--- config.mk ---
export PLATFORM = sky130hd
export DESIGN_NAME = avalon_interconnect
export DESIGN_NICKNAME = d
export VERILOG_FILES = /design/src/rtl/avalon_interconnect.sv
export SDC_FILE = /design/constraint.sdc
export NUM_CORES = 1
export LEC_CHECK = 0
export CAP_MARGIN = 25
export CORE_AREA = 2 2 330 332
export CTS_CLUSTER_SIZE = 10
export DETAILED_ROUTE_END_ITERATION = 8
export DIE_AREA = 0 0 332 334
export GPL_ROUTABILITY_DRIVEN = 0
export SLEW_MARGIN = 20
export SYNTH_ARGS = -nofsm -noshare
export SYNTH_HDL_FRONTEND = slang
export SYNTH_SLANG_ARGS = --single-unit
--- constraint.sdc ---
create_clock -name clk -period 1.3 [get_ports clk]
set_input_delay 0.13 -clock clk [delete_from_list [all_inputs] [get_ports clk]]
set_output_delay 0.13 -clock clk [all_outputs]
set_load 0.005 [all_outputs]
--- src/rtl/avalon_interconnect.sv ---
// avalon_interconnect: shared-bus Avalon-MM interconnect with round-robin host arbitration,
// one outstanding transaction, lowest-index address decode and sticky decode-miss capture.
module avalon_interconnect #(
    parameter int NH = 3,
    parameter int ND = 5,
    parameter logic [ND*32-1:0] DEV_BASE = '0,
    parameter logic [ND*32-1:0] DEV_MASK = '0
) (
    input  logic             clk,
    input  logic             rst,
    input  logic [NH-1:0]    h_read,
    input  logic [NH-1:0]    h_write,
    input  logic [NH*32-1:0] h_address,
    input  logic [NH*32-1:0] h_writedata,
    input  logic [NH*4-1:0]  h_byte_enable,
    output logic [NH*32-1:0] h_readdata,
    output logic [NH-1:0]    h_waitrequest,
    output logic [ND-1:0]    d_read,
    output logic [ND-1:0]    d_write,
    output logic [ND*32-1:0] d_address,
    output logic [ND*32-1:0] d_writedata,
    output logic [ND*4-1:0]  d_byte_enable,
    input  logic [ND*32-1:0] d_readdata,
    input  logic [ND-1:0]    d_waitrequest,
    output logic             decode_err,
    output logic [31:0]      err_addr
);
    localparam int HW = NH > 1 ? $clog2(NH) : 1;
    localparam int DW = ND > 1 ? $clog2(ND) : 1;
    localparam logic [1:0] IDLE = 2'd0, BUSY = 2'd1, ERR = 2'd2;

    logic [1:0]    state_q, state_d;
    logic [HW-1:0] grant_q, grant_d, rr_ptr_q, rr_ptr_d, win, idx, grant_nxt;
    logic [DW-1:0] dev_q, dev_d, win_dev;
    logic          decode_err_q, decode_err_d, win_hit, done, g_rd, g_wr;
    logic [31:0]   err_addr_q, err_addr_d, win_addr, g_addr, g_wdata;
    logic [3:0]    g_be;
    logic [NH-1:0] req;
    logic [31:0]   h_addr [NH];
    logic [31:0]   h_wdata [NH];
    logic [3:0]    h_be [NH];
    logic [31:0]   d_rdata [ND];

    assign req = h_read | h_write;

    for (genvar h = 0; h < NH; h++) begin : g_host_in
        assign h_addr[h]  = h_address[32*h +: 32];
        assign h_wdata[h] = h_writedata[32*h +: 32];
        assign h_be[h]    = h_byte_enable[4*h +: 4];
    end

    // Scan downward so the requester closest to rr_ptr (smallest offset) is written last and wins.
    always_comb begin
        win = '0;
        idx = '0;
        for (int i = NH - 1; i >= 0; i--) begin
            idx = HW'((int'(rr_ptr_q) + i) % NH);
            if (req[idx]) win = idx;
        end
    end

    assign win_addr = h_addr[win];

    always_comb begin
        win_hit = 1'b0;
        win_dev = '0;
        for (int d = ND - 1; d >= 0; d--)
            if ((win_addr & DEV_MASK[32*d +: 32]) == DEV_BASE[32*d +: 32]) begin
                win_hit = 1'b1;
                win_dev = DW'(d);
            end
    end

    assign g_wr      = h_write[grant_q];
    assign g_rd      = h_read[grant_q] & ~g_wr;
    assign g_addr    = h_addr[grant_q];
    assign g_wdata   = h_wdata[grant_q];
    assign g_be      = h_be[grant_q];
    assign done      = !d_waitrequest[dev_q] || !req[grant_q];
    assign grant_nxt = grant_q == HW'(NH - 1) ? '0 : grant_q + 1'b1;

    always_comb begin
        state_d      = state_q;
        grant_d      = grant_q;
        dev_d        = dev_q;
        rr_ptr_d     = rr_ptr_q;
        decode_err_d = decode_err_q;
        err_addr_d   = err_addr_q;
        if (state_q == IDLE && |req) begin
            grant_d      = win;
            dev_d        = win_dev;
            state_d      = win_hit ? BUSY : ERR;
            decode_err_d = decode_err_q | ~win_hit;
            err_addr_d   = (!win_hit && !decode_err_q) ? win_addr : err_addr_q;
        end else if ((state_q == BUSY && done) || state_q == ERR) begin
            rr_ptr_d = grant_nxt;
            state_d  = IDLE;
        end
    end

    always_ff @(posedge clk or posedge rst) begin
        if (rst) begin
            state_q      <= IDLE;
            grant_q      <= '0;
            dev_q        <= '0;
            rr_ptr_q     <= '0;
            decode_err_q <= 1'b0;
            err_addr_q   <= '0;
        end else begin
            state_q      <= state_d;
            grant_q      <= grant_d;
            dev_q        <= dev_d;
            rr_ptr_q     <= rr_ptr_d;
            decode_err_q <= decode_err_d;
            err_addr_q   <= err_addr_d;
        end
    end

    for (genvar d = 0; d < ND; d++) begin : g_dev
        logic sel;
        assign sel                     = state_q == BUSY && dev_q == DW'(d);
        assign d_rdata[d]              = d_readdata[32*d +: 32];
        assign d_read[d]               = sel & g_rd;
        assign d_write[d]              = sel & g_wr;
        assign d_address[32*d +: 32]   = sel ? g_addr : '0;
        assign d_writedata[32*d +: 32] = sel ? g_wdata : '0;
        assign d_byte_enable[4*d +: 4] = sel ? g_be : '0;
    end

    for (genvar h = 0; h < NH; h++) begin : g_host_out
        logic me;
        assign me                     = grant_q == HW'(h);
        assign h_waitrequest[h]       = !(me && (state_q == ERR || (state_q == BUSY && !d_waitrequest[dev_q])));
        assign h_readdata[32*h +: 32] = (me && state_q == BUSY) ? d_rdata[dev_q] : '0;
    end

    assign decode_err = decode_err_q;
    assign err_addr   = err_addr_q;
endmodule
# ---- Word level (Yosys, flattened, before mapping)
# Cells that the tools add are included.
dict set report word_totals {
  reg_bits 6
  elab_cells 80
}
dict set report op_classes {
  div_mod_pow 3
  eq_ne 4
  n_addsub 3
  n_mux 33
  n_lt_le_gt_ge 5
  reduce_logical 22
  n_bitwise 7
}
# operator n
set ops {}
lappend ops {{32-bit 2-to-1 mux} 9}
lappend ops {{32-bit binary-select mux with 2-bit select} 2}
lappend ops {{32-bit by 3-bit modulo with 32-bit output (second input constant)} 2}
lappend ops {{3-bit by 3-bit modulo with 32-bit output (second input constant)} 1}
lappend ops {{1-bit binary-select mux with 2-bit select} 6}
lappend ops {{2-bit by 3-bit less-than comparator with 1-bit output (second input constant)} 4}
lappend ops {{2-bit 2-to-1 mux} 6}
lappend ops {{4-bit 2-to-1 mux} 3}
lappend ops {{1-bit logical AND} 9}
lappend ops {{4-bit binary-select mux with 2-bit select} 1}
lappend ops {{1-bit 2-to-1 mux} 6}
lappend ops {{1-bit zero test} 5}
lappend ops {{2-bit by 1-bit equality test with 1-bit output (second input constant)} 2}
lappend ops {{2-bit equality test (second input constant)} 2}
lappend ops {{2-bit zero test} 2}
lappend ops {{2-bit by 1-bit adder with 3-bit output (second input constant)} 1}
lappend ops {{2-bit by 2-bit adder with 3-bit output (second input constant)} 1}
lappend ops {{1-bit bitwise AND} 3}
lappend ops {{3-bit >= comparator (second input constant)} 1}
lappend ops {{1-bit logical OR} 3}
lappend ops {{2-bit inverter with 3-bit output} 1}
lappend ops {{3-bit OR} 1}
lappend ops {{3-bit OR reduction} 1}
lappend ops {{2-bit by 1-bit adder with 2-bit output (second input constant)} 1}
lappend ops {{3 further kinds} 4}

# ---- Longest topological paths before layout
# Gate-level depths: netlist (run 1).
dict set report depth {
  ltp_word 9
  mapped_depth 7
  mapped_depth_nobuf 6
}

# ---- Worst setup path after synthesis (run 1)
# OpenSTA, ideal clock, no wires.
dict set report synth_path {
  kind {reg2reg}
  startpoint {reg rr_ptr_q[1]}
  endpoint {reg grant_q[0]}
  stages_incl_launch_ff 7
  setup_ns 0.126
  t_required_ns 1.174
  n_path_buf 0
  slack_ns -0.099
  synth_period_minus_slack_ns 1.399
  arrival_ns 1.273
  path_cell_list {dfrtp_1 > inv_1 > ha_1 > nor3_1 > a31oi_1 > o22ai_1 > a221o_1}
}
dict set report synth_between {
  elab_chain_len 7
  word_cells_on_any_way 14
}
# element line
set synth_lines {}
lappend synth_lines {{start, declared} 33} ;# logic [HW-1:0] grant_q, grant_d, rr_ptr_q, rr_ptr_d, win, idx, grant_nxt;
lappend synth_lines {{start signal, assigned} 113} ;# rr_ptr_q <= rr_ptr_d;
lappend synth_lines {{2-bit by 2-bit adder with 3-bit output} 57} ;# idx = HW'((int'(rr_ptr_q) + i) % NH);
lappend synth_lines {{32-bit by 3-bit modulo with 32-bit output} 57}
lappend synth_lines {{1-bit binary-select mux with 2-bit select} 58} ;# if (req[idx]) win = idx;
lappend synth_lines {{1-bit 2-to-1 mux (implied by the code)} 58}
lappend synth_lines {{2-bit 2-to-1 mux (2 in series)} 58}
lappend synth_lines {{2-bit 2-to-1 mux *} 58}
lappend synth_lines {{end signal, assigned} 111} ;# grant_q <= grant_d;
lappend synth_lines {{end, declared} 33}
# Every way passes the cells marked *; elsewhere a longest branch is shown, timed or not. The select of a mux whose other input is x is not followed.
# A chain may end at the register's enable or synchronous reset.

# ---- Final worst setup path (run 1)
dict set report layout_path {
  startpoint {reg grant_q[0]}
  endpoint {out d_writedata[8]}
}
dict set report layout_between {
  elab_chain_len 5
}
# element line
set layout_lines {}
lappend layout_lines {{2-bit inverter with 3-bit output (implied by the code)} 77} ;# assign g_wdata = h_wdata[grant_q];
lappend layout_lines {{32-bit binary-select mux with 2-bit select} 77}
lappend layout_lines {{32-bit 2-to-1 mux (implied by the code) (2 in series)} 77}
lappend layout_lines {{32-bit 2-to-1 mux} 126} ;# assign d_writedata[32*d +: 32] = sel ? g_wdata : '0;
lappend layout_lines {{end, declared} 21} ;# output logic [ND*32-1:0] d_writedata,
# Every way passes these cells. The select of a mux whose other input is x is not followed.

==> flow_metrics.py, run 1 <==
metrics = {
    "cells_and_area": {
        "post_route_cells_drive_above_1_share": 0.3336,
        "final-instance-count-excl-fill": 2743,
        "final_net_count": 1700,
        "syn2layout_area_growth_pct": 136.6,
        "filler_cell_count": 12330,
    },
    "logic_synthesis": {
        "synth_seq_area_share": 0.02309,
        "ys_ff_latch": 5,
        "post-synth-top-area-cell": "sky130_fd_sc_hd__buf_4",
        "synth_top_cells_by_area": "sky130_fd_sc_hd__buf_4 (44%), sky130_fd_sc_hd__and2_1 (16%), sky130_fd_sc_hd__mux2i_1 (13%)",
        "post-synth-top-count-cell": "sky130_fd_sc_hd__buf_4",
        "yosysTopAreaCellShare": 0.4350,
        "synthFlopType": "sky130_fd_sc_hd__dfrtp_1",
        "ys_warn_count": 0,
        "most_frequent_cells_after_synthesis": "sky130_fd_sc_hd__buf_4 (314), sky130_fd_sc_hd__and2_1 (135), sky130_fd_sc_hd__mux2i_1 (72), sky130_fd_sc_hd__nand2_1 (72), sky130_fd_sc_hd__o21ai_0 (69)",
        "syn-mean-instance-area_um2": 6.877,
        "synth_cell_type_count": 36,
        "synth_async_sr_flop_share": 1.000,
        "syn-instance-count": 788,
        "synthesis.area_um2": 5419,
        "post_synth_edffs": 0,
    },
    "detailed_routing": {
        "route.antenna.remaining_nets": 0,
        "drc": 0,
        "drt_first_pass_iters": 4,
        "routedWlPerCell_um": 15.56,
        "drt-vias-per-instance": 2.365,
        "drtIter0Drc": 172,
        "totalWireLength_mm": 42.68,
        "detailroute.via_count": 6488,
    },
    "critical_path": {
        "worstSetupEndpointType": "primary output",
        "timing.critical_path.fanout_max": 6,
        "setup.reg_to_reg.worst_slack_ns": -0.45,
        "ff2ff_path_depth": 9,
        "cp_data_arrival_time_ns": 2.07,
        "critical_path_required_ns": 1.17,
        "r2r-start": "grant_q[1]",
        "setup.worst_path.start_class": "flop",
        "crit_path_category": "flop to primary output",
        "timing.rr.end": "state_q[0]",
    },
    "power": {
        "leakage_dissipation_nw": 5.717,
        "power.density_nw_per_um2": 1563,
        "irDropWorstVdd_mv": 1.026,
        "total_power_w": 0.02004,
    },
    "floorplan": {
        "die_h_um": 334,
        "fp.dieArea_um2": 110900,
        "placement_rows": 121,
        "initial_core_util": 0.05027,
        "io_pins": 859,
        "die_width_um": 332,
        "area_of_the_core_region_um2": 107800,
    },
    "min_path": {
        "hold_path_class": "primary input to asynchronous set/reset pin",
    },
    "clock_network": {
        "ctsRootBufferMaster": "sky130_fd_sc_hd__clkbuf_16",
        "htreeDepth": 1,
        "cts_tree": "yes",
        "cts-hold-fix-buffers": 0,
        "clk_transition_reported_paths_ns": 0.04,
        "cts.sinks": 5,
        "numCtsBuffers": 3,
        "clockBufferDepth": 2,
        "insertion_delay_ns": 0.23,
    },
    "sta": {
        "final_critical_path_setup_slack_ns": -0.8982,
        "final.period_utilization": 1.691,
        "finalWorstPathRequiredPeriod_ns": 2.198,
        "setup_viol": 174,
        "rsz0062_at_grt": "yes",
        "fin_worst_skew_ns": 0.003061,
        "timing.final.max_slew_violations": 0,
        "timing_hold_violations_final": 0,
        "max_freq_ghz": 0.4549,
    },
    "global_routing": {
        "grt_util_all_layers": 0.06555,
        "grt_first_pass_wirelength_mm": 48.58,
        "antenna_found_initial": 22,
        "grt_start_max_net_pins": 39,
        "grt_busiest_layer": "met2",
        "grt_remaining_overflow": 0,
        "via_count_of_the_first_global_routing_pass": 5473,
        "grt_use_met2": 0.1032,
        "grt_use_met3": 0.03989,
        "use_met1": 0.07649,
    },
    "status": {
        "status": "complete, but fails checks",
        "failing_checks": "setup timing",
    },
    "place": {
        "placed_cells_incl_taps": 2648,
        "pre_cts_ws_ns": -0.9745,
        "place_hpwl_mm": 35.04,
        "port-buffer-count": 413,
    },
    "run": {
        "cap_violations": 0,
    },
}
[final cells by class]
cell class	instances	area [um^2]	share of cell area
inverter	6	22.52	0.001756
sequential	5	137.6	0.01073
clock buffer	4	78.83	0.006147
multi-input combinational	729	4516	0.3521
antenna	10	25.02	0.001951
timing repair buffer	575	6275	0.4893
tap	1414	1769	0.1380
[critical path, cell delays in order, from the launching register on]
cell	delay [ns]
sky130_fd_sc_hd__dfrtp_4	0.52
sky130_fd_sc_hd__buf_4	0.16
sky130_fd_sc_hd__buf_12	0.14
sky130_fd_sc_hd__buf_4	0.14
sky130_fd_sc_hd__clkbuf_16	0.15
sky130_fd_sc_hd__buf_4	0.13
sky130_fd_sc_hd__mux2i_1	0.12
sky130_fd_sc_hd__o21ai_2	0.17
sky130_fd_sc_hd__and2_4	0.19
sky130_fd_sc_hd__buf_12	0.11
[how the worst max path moves through the flow]
| stage | start | end | slack (ns) | cells after the start |
|---|---|---|---|---|
| global route | grant_q[0] | h_readdata[10] | -0.95 | 5 |
| global placement | h_writedata[63] | d_writedata[31] | -1.0 | 5 |
| finish | grant_q[0] | d_writedata[8] | -0.90 | 9 |
| CTS | grant_q[0] | d_address[2] | -0.97 | 7 |
| floorplan | rr_ptr_q[0] | grant_q[0] | -0.08 | 6 |
| detailed placement | h_writedata[63] | d_writedata[31] | -0.97 | 5 |
[sequential cells by signal, summed over array words and instances, names as in the netlist]
name      flops
grant_q       2
rr_ptr_q      2
state_q       1
[metal layers]
metal	vias up	wire length, um
li1	3006	-
met1	2985	17160
met2	469	19790
met3	22	5426
met4	6	267
met5	-	35
[where the power goes]
part | switching [W] | leakage [nW] | total [W] | internal [W]
combinational | 0.00844 | 5.62 | 0.0191 | 0.0107
sequential | 0.000128 | 0.0560 | 0.000395 | 0.000267
clock | 0.000111 | 0.0382 | 0.000518 | 0.000407
total | 0.00868 | 5.72 | 0.0200 | 0.0114
[repair_timing]
action	in CTS	in global routing
resized for setup	131	443
gates cloned	2	12
pin swaps	7	57
endpoints found under the hold margin	0	0
endpoints found under the setup margin	174	174
setup buffers	7	66
[stage by stage]
stage | util | hold WS [ns] | TNS (ns) | cell area [um^2]
3_5_place_dp | 0.1021 | 0.3645 | -95.25 | 11010
5_1_grt | 0.1188 | 0.1576 | -126.46 | 12800
6_report | 0.1190 | 0.1203 | -114.83 | 12820
3_3_place_gp | 0.1021 | 0.3671 | -94.48 | 11010
4_1_cts | 0.1052 | 0.1294 | -131.90 | 11340
2_1_floorplan | - | -0.09148 | -0.1349 | 6593
[cells in the final DEF (no fill, tap or decap), types with 3 or more instances in the layout]
master	Yosys	final
sky130_fd_sc_hd__buf_8	1	14
sky130_fd_sc_hd__nand2_4	0	11
sky130_fd_sc_hd__clkbuf_16	0	14
sky130_fd_sc_hd__clkbuf_2	0	29
sky130_fd_sc_hd__mux2i_2	0	5
sky130_fd_sc_hd__buf_4	314	77
sky130_fd_sc_hd__and3_1	32	16
sky130_fd_sc_hd__buf_2	7	22
sky130_fd_sc_hd__inv_1	6	3
sky130_fd_sc_hd__and3_4	0	16
sky130_fd_sc_hd__mux2i_1	72	61
sky130_fd_sc_hd__conb_1	1	313
sky130_fd_sc_hd__clkdlybuf4s50_1	0	273
sky130_fd_sc_hd__and2_4	0	46
sky130_fd_sc_hd__nand2_2	0	19
sky130_fd_sc_hd__mux2i_4	0	6
sky130_fd_sc_hd__o21ai_4	0	6
sky130_fd_sc_hd__dfrtp_4	0	3
sky130_fd_sc_hd__nand2_1	72	42
sky130_fd_sc_hd__inv_2	0	3
sky130_fd_sc_hd__o21ai_0	69	18
sky130_fd_sc_hd__buf_6	8	72
sky130_fd_sc_hd__and2_1	135	89
sky130_fd_sc_hd__nor2_1	4	3
sky130_fd_sc_hd__diode_2	0	10
sky130_fd_sc_hd__o21ai_1	0	26
sky130_fd_sc_hd__buf_12	0	54
sky130_fd_sc_hd__o21ai_2	0	19
sky130_fd_sc_hd__buf_16	0	3
sky130_fd_sc_hd__dlymetal6s2s_1	0	19
[kinds of logic after synthesis]
logic type	count (synthesis)	share of synthesized area
other	1	0.0006920
muxes	72	0.1330
adders and majority gates	3	0.006928
DFF	5	0.02309
and+or+nand+nor	258	0.2671
AOI/OAI and AO/OA	83	0.08335
buffers and inverters	366	0.4858
No activity file was read; power rests on OpenSTA's default activity.
==> run 2, diff against run 1 <==
- GPL_TIMING_DRIVEN: unset -> 0
- SLEW_MARGIN: 20 -> 15
==> flow_metrics.py, run 2 (synthesis gave the netlist of run 1 again) <==
metrics = {
    "detailed_routing": {
        "drt-vias-per-instance": 2.421,
        "drt_first_pass_iters": 4,
        "drtIter0Drc": 167,
        "routedWlPerCell_um": 16.27,
        "drc": 0,
        "detailroute.via_count": 7389,
        "route.antenna.remaining_nets": 0,
        "totalWireLength_mm": 49.65,
    },
    "critical_path": {
        "crit_slowest_cell": "sky130_fd_sc_hd__dfrtp_2",
        "delay_contributed_by_the_slowest_stage_of_the_critical_path_ns": 0.46,
        "setup.worst_path.start_class": "flop",
        "crit_path_category": "flop to primary output",
        "critical_path_required_ns": 1.17,
        "timing.critical_path.buf_inv": 4,
        "path_cells": "buf_12, buf_16, buf_6, mux2i_1, nor2_2, a21oi_4, nor3b_2, buf_4",
        "timing.critical_path.fanout_max": 6,
        "cp_data_arrival_time_ns": 1.84,
        "worstSetupEndpointType": "primary output",
        "largest_delay_share_family_worst_path": "buffers and inverters",
    },
    "sta": {
        "max_slew_margin": 0.5995,
        "final.period_utilization": 1.513,
        "setup_viol": 174,
        "timing.final.max_slew_violations": 0,
        "setup_tns_ns": -93.07,
        "final_critical_path_setup_slack_ns": -0.6670,
        "timing_hold_violations_final": 0,
        "finalWorstPathRequiredPeriod_ns": 1.967,
        "rsz0062_at_grt": "yes",
        "fin_worst_skew_ns": 0.0004589,
        "max_slew.worst_pin.slew_ns": 0.6008,
        "max_freq_ghz": 0.5084,
    },
    "clock_network": {
        "clk_transition_reported_paths_ns": 0.03,
        "cts-hold-fix-buffers": 0,
        "numCtsBuffers": 3,
        "insertion_delay_ns": 0.23,
        "ctsRootBufferMaster": "sky130_fd_sc_hd__clkbuf_16",
        "cts_tree": "yes",
        "htreeDepth": 1,
        "cts.sinks": 5,
        "clockBufferDepth": 2,
    },
    "floorplan": {
        "die_h_um": 334,
        "area_of_the_core_region_um2": 107800,
        "placement_rows": 121,
        "fp.dieArea_um2": 110900,
        "die_width_um": 332,
        "io_pins": 859,
        "initial_core_util": 0.05027,
    },
    "place": {
        "place_hpwl_mm": 40.67,
        "port-buffer-count": 413,
        "placed_cell_area_um2": 12510,
        "placed_cells_incl_taps": 2928,
    },
    "global_routing": {
        "grt_busiest_layer": "met2",
        "grt_use_met3": 0.03752,
        "grt_first_pass_wirelength_mm": 61.84,
        "antenna_found_initial": 17,
        "grt_remaining_overflow": 0,
        "grt_use_met2": 0.1407,
        "via_count_of_the_first_global_routing_pass": 6992,
        "grt_start_max_net_pins": 11,
        "use_met1": 0.09949,
        "grt_util_all_layers": 0.08343,
    },
    "cells_and_area": {
        "final-instance-count-excl-fill": 3052,
        "syn2layout_area_growth_pct": 184.2,
        "filler_cell_count": 12300,
        "final_net_count": 2014,
        "mostFrequentLayoutCells": "sky130_fd_sc_hd__buf_4 (331), sky130_fd_sc_hd__conb_1 (313), sky130_fd_sc_hd__clkdlybuf4s50_1 (242)",
        "final_area_um2": 15400,
        "post_route_cells_drive_above_1_share": 0.5328,
        "layout_top_registers": "grant_q (2), rr_ptr_q (2), state_q (1)",
        "layout_commonest_cell": "sky130_fd_sc_hd__buf_4",
        "postLayoutCoreUtil": 0.1429,
    },
    "power": {
        "power.switching_w": 0.01000,
        "power.density_nw_per_um2": 1497,
        "power_switching_share": 0.4338,
        "irDropWorstVdd_mv": 0.6309,
        "power_frac_seq": 0.015,
        "power.combinational.fraction": 0.963,
        "leakage_dissipation_nw": 7.371,
        "cell_internal_pwr_w": 0.01306,
        "power.clock.fraction": 0.022,
    },
    "run": {
        "cap_violations": 0,
    },
    "status": {
        "status": "complete, but fails checks",
        "failing_checks": "setup timing",
    },
    "min_path": {
        "hold_path_class": "primary input to asynchronous set/reset pin",
    },
}
[run 2: cell types whose count changed in the layout (fill, tap and decap cells not counted), sizes merged]
cell / before / now
dlymetal6s2s: 19 / 2
clkdlybuf4s50: 273 / 242
buf: 242 / 614
clkdlybuf4s15: 1 / 0
diode: 10 / 5
clkbuf: 44 / 35
[run 2: repair_timing]
action                      CTS  global route
setup endpoints to repair   174           174
pin swaps                    57            64
gates resized for setup    1173           263
buffers inserted             95            29
cloned                       13             2
[run 2: metal layers]
layer	routed length (um)	up-vias
met5	35	-
met4	609	6
met3	5879	33
met2	23230	479
met1	19900	3249
li1	-	3622
[run 2: power by group through the flow]
stage	combinational, W	clock (W)	sequential (W)
2_1_floorplan	0.00581	0	0.000281
3_3_place_gp	0.0141	0	0.000293
3_5_place_dp	0.0141	0	0.000302
4_1_cts	0.0211	0.000508	0.000341
5_1_grt	0.0240	0.000519	0.000355
6_report	0.0222	0.000502	0.000344
[run 2: final timing paths]
path | from | endpoint | slack [ns] | depth (start not counted)
setup / recovery | grant_q[0] | d_read[0] | -0.67 | 8
max in group asynchronous | rst | rr_ptr_q[1] | 1.00 | 2
setup reg to reg | grant_q[0] | rr_ptr_q[0] | -0.39 | 6
hold reg to reg | rr_ptr_q[1] | rr_ptr_q[1] | 0.75 | 3
min in group clk | h_write[0] | state_q[0] | 0.60 | 5
hold / removal | rst | grant_q[1] | 0.11 | 2
[run 2: through the flow]
stage	hold WS, ns	power [W]	setup WS (ns)
3_3_place_gp	0.3600	0.01441	-1.762
2_1_floorplan	-0.09148	0.006095	-0.07687
4_1_cts	0.1252	0.02198	-0.7766
3_5_place_dp	0.3543	0.01444	-1.759
6_report	0.1130	0.02306	-0.6670
5_1_grt	0.1470	0.02484	-0.7537
[run 2: layout make-up]
type | instances | area, um^2 | area share
multi-input cells | 729 | 4782 | 0.3105
diodes | 5 | 12.51 | 0.0008125
repair buffers | 537 | 5713 | 0.3710
flip-flops and latches | 5 | 127.6 | 0.008287
plain buffers | 352 | 2894 | 0.1879
inverters | 6 | 22.52 | 0.001462
clock buffers | 4 | 78.83 | 0.005119
well taps | 1414 | 1769 | 0.1149
